<file path="src/rtl/position_commit_pkg.sv">
// Shared types for the move-commit engine: response codes and FSM states.
// Response code width is fixed at two bits.
package position_commit_pkg;

    localparam int RESP_CODE_W = 2;

    typedef enum logic [RESP_CODE_W-1:0] {
        RESP_ACCEPT   = 2'd0,
        RESP_OCCUPIED = 2'd1,
        RESP_OOR      = 2'd2,
        RESP_LOCKED   = 2'd3
    } resp_code_t;

    typedef enum logic [1:0] {
        ST_IDLE  = 2'd0,
        ST_CHECK = 2'd1,
        ST_RESP  = 2'd2
    } state_t;

endpackage

</file>
<file path="src/rtl/pos_onehot_decode.sv">
// Index to one-hot cell decoder; indices >= N decode to all-zero.
// Latency: combinational. Backpressure: none.
module pos_onehot_decode #(
    parameter int N     = 9,
    parameter int IDX_W = 4
) (
    input  logic [IDX_W-1:0] i_idx,
    output logic [N-1:0]     o_onehot
);

    always_comb begin
        o_onehot = '0;
        for (int i = 0; i < N; i++) begin
            o_onehot[i] = (i_idx == IDX_W'(i));
        end
    end

endmodule

</file>
<file path="src/rtl/position_commit.sv">
// Tic-tac-toe move-commit engine owning the board registers; optional undo via POSITION_COMMIT_UNDO_EN.
// Latency: handshake edge E0, response pulse in cycle 2, state visible from cycle 3.
// Backpressure: req_ready low while a request is in flight or clear is high.
module position_commit
    import position_commit_pkg::*;
#(
    parameter  int CELLS = 9,
    localparam int IDX_W = $clog2(CELLS),
    localparam int CNT_W = $clog2(CELLS + 1)
) (
    input  logic                   clk,
    input  logic                   rst_n,
    input  logic                   clear,
`ifdef POSITION_COMMIT_UNDO_EN
    input  logic                   undo_req,
`endif
    input  logic                   req_valid,
    output logic                   req_ready,
    input  logic [IDX_W-1:0]       req_pos,
    output logic                   resp_valid,
    output logic [RESP_CODE_W-1:0] resp_code,
    output logic [CELLS-1:0]       write_strobe,
    output logic [CELLS-1:0]       board_p1,
    output logic [CELLS-1:0]       board_p2,
    output logic                   turn,
    output logic [CNT_W-1:0]       move_count,
    output logic                   full
);

    localparam logic [IDX_W:0] LP_CELLS = (IDX_W + 1)'(CELLS);

    state_t                   r_state;
    state_t                   w_next_state;
    logic [IDX_W-1:0]         r_pos;
    logic [RESP_CODE_W-1:0]   r_code;
    logic [CELLS-1:0]         r_strobe;
    logic [CELLS-1:0]         r_p1;
    logic [CELLS-1:0]         r_p2;
    logic                     r_turn;
    logic [CNT_W-1:0]         r_count;

    logic [CELLS-1:0]         w_onehot;
    resp_code_t               w_code;
    logic [CELLS-1:0]         w_strobe;
    logic                     w_start;
    logic                     w_full;
    logic                     w_undo;
    logic [CELLS-1:0]         w_last;
    logic                     w_last_vld;

    pos_onehot_decode #(.N(CELLS), .IDX_W(IDX_W)) u_decode (
        .i_idx    (r_pos),
        .o_onehot (w_onehot)
    );

`ifdef POSITION_COMMIT_UNDO_EN
    logic             r_is_undo;
    logic [CELLS-1:0] r_last;
    logic             r_last_vld;

    // Undo wins over a move request in IDLE, so the move is held off.
    assign req_ready  = (r_state == ST_IDLE) & ~clear & ~undo_req;
    assign w_start    = (r_state == ST_IDLE) & ~clear & (undo_req | req_valid);
    assign w_undo     = r_is_undo;
    assign w_last     = r_last;
    assign w_last_vld = r_last_vld;

    always_ff @(posedge clk or negedge rst_n) begin
        if (!rst_n) begin
            r_is_undo  <= 1'b0;
            r_last     <= '0;
            r_last_vld <= 1'b0;
        end else if (clear) begin
            r_is_undo  <= 1'b0;
            r_last_vld <= 1'b0;
        end else if (w_start) begin
            r_is_undo  <= undo_req;
        end else if (r_state == ST_RESP && r_code == RESP_ACCEPT) begin
            r_last     <= r_strobe;
            r_last_vld <= ~r_is_undo;
        end
    end
`else
    assign req_ready  = (r_state == ST_IDLE) & ~clear;
    assign w_start    = req_ready & req_valid;
    assign w_undo     = 1'b0;
    assign w_last     = '0;
    assign w_last_vld = 1'b0;
`endif

    assign w_full = (r_count == CNT_W'(CELLS));

    always_comb begin
        w_next_state = r_state;
        resp_valid   = 1'b0;
        case (r_state)
            ST_IDLE:  if (w_start) w_next_state = ST_CHECK;
            ST_CHECK: w_next_state = ST_RESP;
            ST_RESP: begin
                w_next_state = ST_IDLE;
                resp_valid   = ~clear;
            end
            default:  w_next_state = ST_IDLE;
        endcase
        if (clear) w_next_state = ST_IDLE;
    end

    always_ff @(posedge clk or negedge rst_n) begin
        if (!rst_n) r_state <= ST_IDLE;
        else        r_state <= w_next_state;
    end

    always_comb begin
        w_code   = RESP_ACCEPT;
        w_strobe = w_onehot;
        if ({1'b0, r_pos} >= LP_CELLS)      w_code = RESP_OOR;
        else if (w_full)                    w_code = RESP_LOCKED;
        else if (|((r_p1 | r_p2) & w_onehot)) w_code = RESP_OCCUPIED;
        if (w_undo) begin
            w_strobe = w_last;
            w_code   = w_last_vld ? RESP_ACCEPT : RESP_LOCKED;
        end
        if (w_code != RESP_ACCEPT) w_strobe = '0;
    end

    always_ff @(posedge clk or negedge rst_n) begin
        if (!rst_n) begin
            r_pos    <= '0;
            r_code   <= '0;
            r_strobe <= '0;
            r_p1     <= '0;
            r_p2     <= '0;
            r_turn   <= 1'b0;
            r_count  <= '0;
        end else if (clear) begin
            r_p1     <= '0;
            r_p2     <= '0;
            r_turn   <= 1'b0;
            r_count  <= '0;
        end else begin
            case (r_state)
                ST_IDLE: if (w_start) r_pos <= req_pos;
                ST_CHECK: begin
                    r_code   <= w_code;
                    r_strobe <= w_strobe;
                end
                ST_RESP: if (r_code == RESP_ACCEPT) begin
                    r_turn <= ~r_turn;
                    if (w_undo) begin
                        r_p1    <= r_p1 & ~r_strobe;
                        r_p2    <= r_p2 & ~r_strobe;
                        r_count <= r_count - CNT_W'(1);
                    end else begin
                        if (r_turn) r_p2 <= r_p2 | r_strobe;
                        else        r_p1 <= r_p1 | r_strobe;
                        r_count <= r_count + CNT_W'(1);
                    end
                end
                default: ;
            endcase
        end
    end

    assign resp_code    = r_code;
    assign write_strobe = resp_valid ? r_strobe : '0;
    assign board_p1     = r_p1;
    assign board_p2     = r_p2;
    assign turn         = r_turn;
    assign move_count   = r_count;
    assign full         = w_full;

endmodule

</file>
<file path="config.mk">
export PLATFORM = sky130hd
export DESIGN_NAME = position_commit
export DESIGN_NICKNAME = d
export VERILOG_FILES = /design/src/rtl/position_commit_pkg.sv /design/src/rtl/pos_onehot_decode.sv /design/src/rtl/position_commit.sv
export SDC_FILE = /design/constraint.sdc
export NUM_CORES = 1
export LEC_CHECK = 0
export ABC_AREA = 1
export CAP_MARGIN = 20
export CORE_MARGIN = 2
export CORE_UTILIZATION = 49
export CTS_CLUSTER_SIZE = 30
export DETAILED_ROUTE_END_ITERATION = 12
export GPL_TIMING_DRIVEN = 1
export PLACE_DENSITY = 0.79
export SETUP_SLACK_MARGIN = 0.05
export SLEW_MARGIN = 0
export SYNTH_ARGS = -nofsm -noshare
export SYNTH_HDL_FRONTEND = slang
export SYNTH_SLANG_ARGS = --single-unit
</file>
<file path="constraint.sdc">
create_clock -name clk -period 2.1 [get_ports clk]
set_clock_uncertainty 0.2 [all_clocks]
set_input_delay 0.63 -clock clk [delete_from_list [all_inputs] [get_ports clk]]
set_output_delay 0.63 -clock clk [all_outputs]
set_load 0.01 [all_outputs]
</file>
==> impl_metrics.toml <==
[status]
status = "finished with violations"
violations = "setup timing"

[detailed_routing]
drc = 0
avgViaCountPerCell = 5.359
ant_nets = 0
wl_um = 5863
post_drt_wl_per_cell_um = 15.47
vias = 2031
drtIter0Drc = 176
first_pass_iters = 5

[critical_path]
crit_path_start = "r_state[0]"
rr_startpoint = "move_count[0]"
slowest_delay_ns = 0.39
slowest_stage = "dfrtp_1"
critical_path_arrival_ns = 1.42
crit_end = "write_strobe[7]"
cp-start-kind = "flip-flop"
crit_chain = "inv_2 -> nand2_4 -> nor2_4 -> buf_6 -> buf_6 -> inv_8 -> nor2_1 -> buf_2"
critPathKind = "flip-flop to output pin"
r2r_end = "r_strobe[8]"
cp.required_ns = 1.27
path_max_fanout = 4
end_kind = "output pin"
worstRegToRegCells = 11
ff2ff_setup_slack_ns = 0.09
crit_path_frequent_cell = "buf_6"

[place]
dp_cells = 351
place_hpwl_um = 3162
portBuffers = 44
gp_congestion = 0.9472

[sta]
max_freq_mhz = 444.9
tightest_slew_ns = 0.4797
finalSetupViolations = 10
relSlewSlack = 0.6802
fin_crit_sh = 1.070
fin_ws_ns = -0.1476
rsz0062_at_grt = "yes"
slew_violations = 0
period_minus_slack_ns = 2.248
finalHoldViolCount = 0

[die]
die_h_um = 66.51
ioPinCount = 45
die_w_um = 66.51
start_util = 0.5152
core_area_um2 = 3716
die_area_um2 = 4423
row_count = 22

[cells_and_area]
layout_common_cells = "64 x nand2_1, 40 x inv_1, 40 x dfrtp_1"
final_common_cell = "nand2_1"
num_antenna_cells = 0
area_growth_syn_to_layout_pct = 51.57
nFillCells = 239
seqCellArea_um2 = 1001
multi_input_area_um2 = 844.6
utilization = 0.7808
final_nets = 340
stdcell_count = 379
drive_above_1_share = 0.2689

[clock_network]
cts_root_buf = "clkbuf_8"
cts_tree = "yes"
clk_latency_ns = 0.29
clockBufferDepth = 2
hold_buffers = 0
clock-sinks = 40
cts_buffers = 5
clkTransAtPathRegs_ns = 0.07
htreeDepth = 2

[synth]
yosysWarnings = 0
syn-cell-area_um2 = 1914
syn-num-nets = 256
synth_cells = 246
ys_seq_area_frac = 0.5229
ys_types = 21
synth_flop_cell = "dfrtp_1"
avgSynthCellArea_um2 = 7.782
async_flop_share = 1.000
ys_seq_elements = 40
synth_edf_count = 0

[power_and_ir_drop]
power_density_nw_per_um2 = 593.1
power_leakage_nw = 1.482
vdd_drop_max_mv = 0.5313

[worst_hold_path]
min_path_type = "input pin to asynchronous set/reset pin"

[grt]
overflow = 0
antenna_found_initial = 0
grt_use_total = 0.2631
grt_pass1_wl_um = 8666
grt_pass1_vias = 1920
grt_max_degree = 26

[job]
maxCapViolCount = 0
==> cells by family after synthesis <==
logic type | after synthesis | synth area share
flip-flops | 40 | 0.5229
adder cells (fa/ha/maj) | 2 | 0.01307
AND/OR/NAND/NOR | 125 | 0.2817
buffers and inverters | 51 | 0.1039
AO/OA/AOI/OAI | 28 | 0.07844
==> how the worst min path moves through the flow <==
stage / to / slack (ns) / cells past startpoint / from
global placement: turn / 0.29 / 2 / turn
detailed placement: resp_code[0] / 0.31 / 2 / resp_code[0]
CTS: r_state[0] / 0.11 / 1 / rst_n
global route: r_state[0] / 0.12 / 1 / rst_n
finish: r_state[0] / 0.09 / 1 / rst_n
floorplan: board_p1[0] / 0.13 / 0 / rst_n
==> state kept, by name (all words and copies together), names as in the netlist <==
register,flops
r_state,2
turn,1
board_p1,9
resp_code,2
r_strobe,9
r_pos,4
move_count,4
board_p2,9
==> metal layers <==
layer,vias up,track usage,share of wire
met3,34,0.05236,0.059
met2,102,0.4175,0.50
li1,930,-,-
met4,0,0.1403,0.048
met5,-,0,0
met1,965,0.3385,0.39
==> synth_stat cells (2+ instances only) <==
library cell,number,area share
a21oi_1,20,0.052
clkbuf_1,3,0.0059
clkinv_1,3,0.0059
dfrtp_1,40,0.52
ha_1,2,0.013
inv_1,43,0.084
nand2_1,67,0.13
nand3_1,18,0.047
nand4_1,3,0.0098
nor2_1,25,0.049
nor2_4,3,0.018
nor3_1,7,0.018
o21ai_0,4,0.010
==> where the power goes <==
part           leakage [nW]  total, W  internal, W  switching [W]
sequential            0.546  0.000875     0.000820      0.0000551
combinational         0.890  0.000319     0.000118       0.000202
clock                0.0455  0.000527     0.000268       0.000259
total                  1.48   0.00172      0.00121       0.000515
==> layout make-up <==
class | instances | area share
tap | 48 | 0.02070
timing repair inverter | 1 | 0.003881
inverter | 47 | 0.06253
multi-input combinational | 157 | 0.2911
sequential | 40 | 0.3450
clock buffer | 8 | 0.03105
timing repair buffer | 78 | 0.2458
==> worst max-delay path: cells and delay by family (launching register included) <==
kind	cells	cell delay, ns
buf+inv	5	0.48
simple gates	3	0.27
flops	1	0.39
==> metrics by stage <==
step	hold WS, ns	power [W]	area [um^2]	TNS, ns	setup slack [ns]
floorplan	0.1344	0.001020	1918	0	0.01774
finish	0.08681	0.001721	2902	-1.166	-0.1476
CTS	0.1142	0.001663	2738	-1.151	-0.1630
detailed placement	0.3114	0.001142	2531	-19.88	-0.8603
global placement	0.2904	0.001133	2531	-18.27	-0.8041
global route	0.1237	0.001795	2902	-1.809	-0.2028
==> what timing repair did <==
action                                 4_1_cts  5_1_grt
gates resized for setup                     73       38
gates cloned                                 1        2
pin swaps                                    3        8
setup buffers                               15        4
setup endpoints to repair                   45       30
endpoints found under the hold margin        0        0
(Power assumes the default switching activity.)
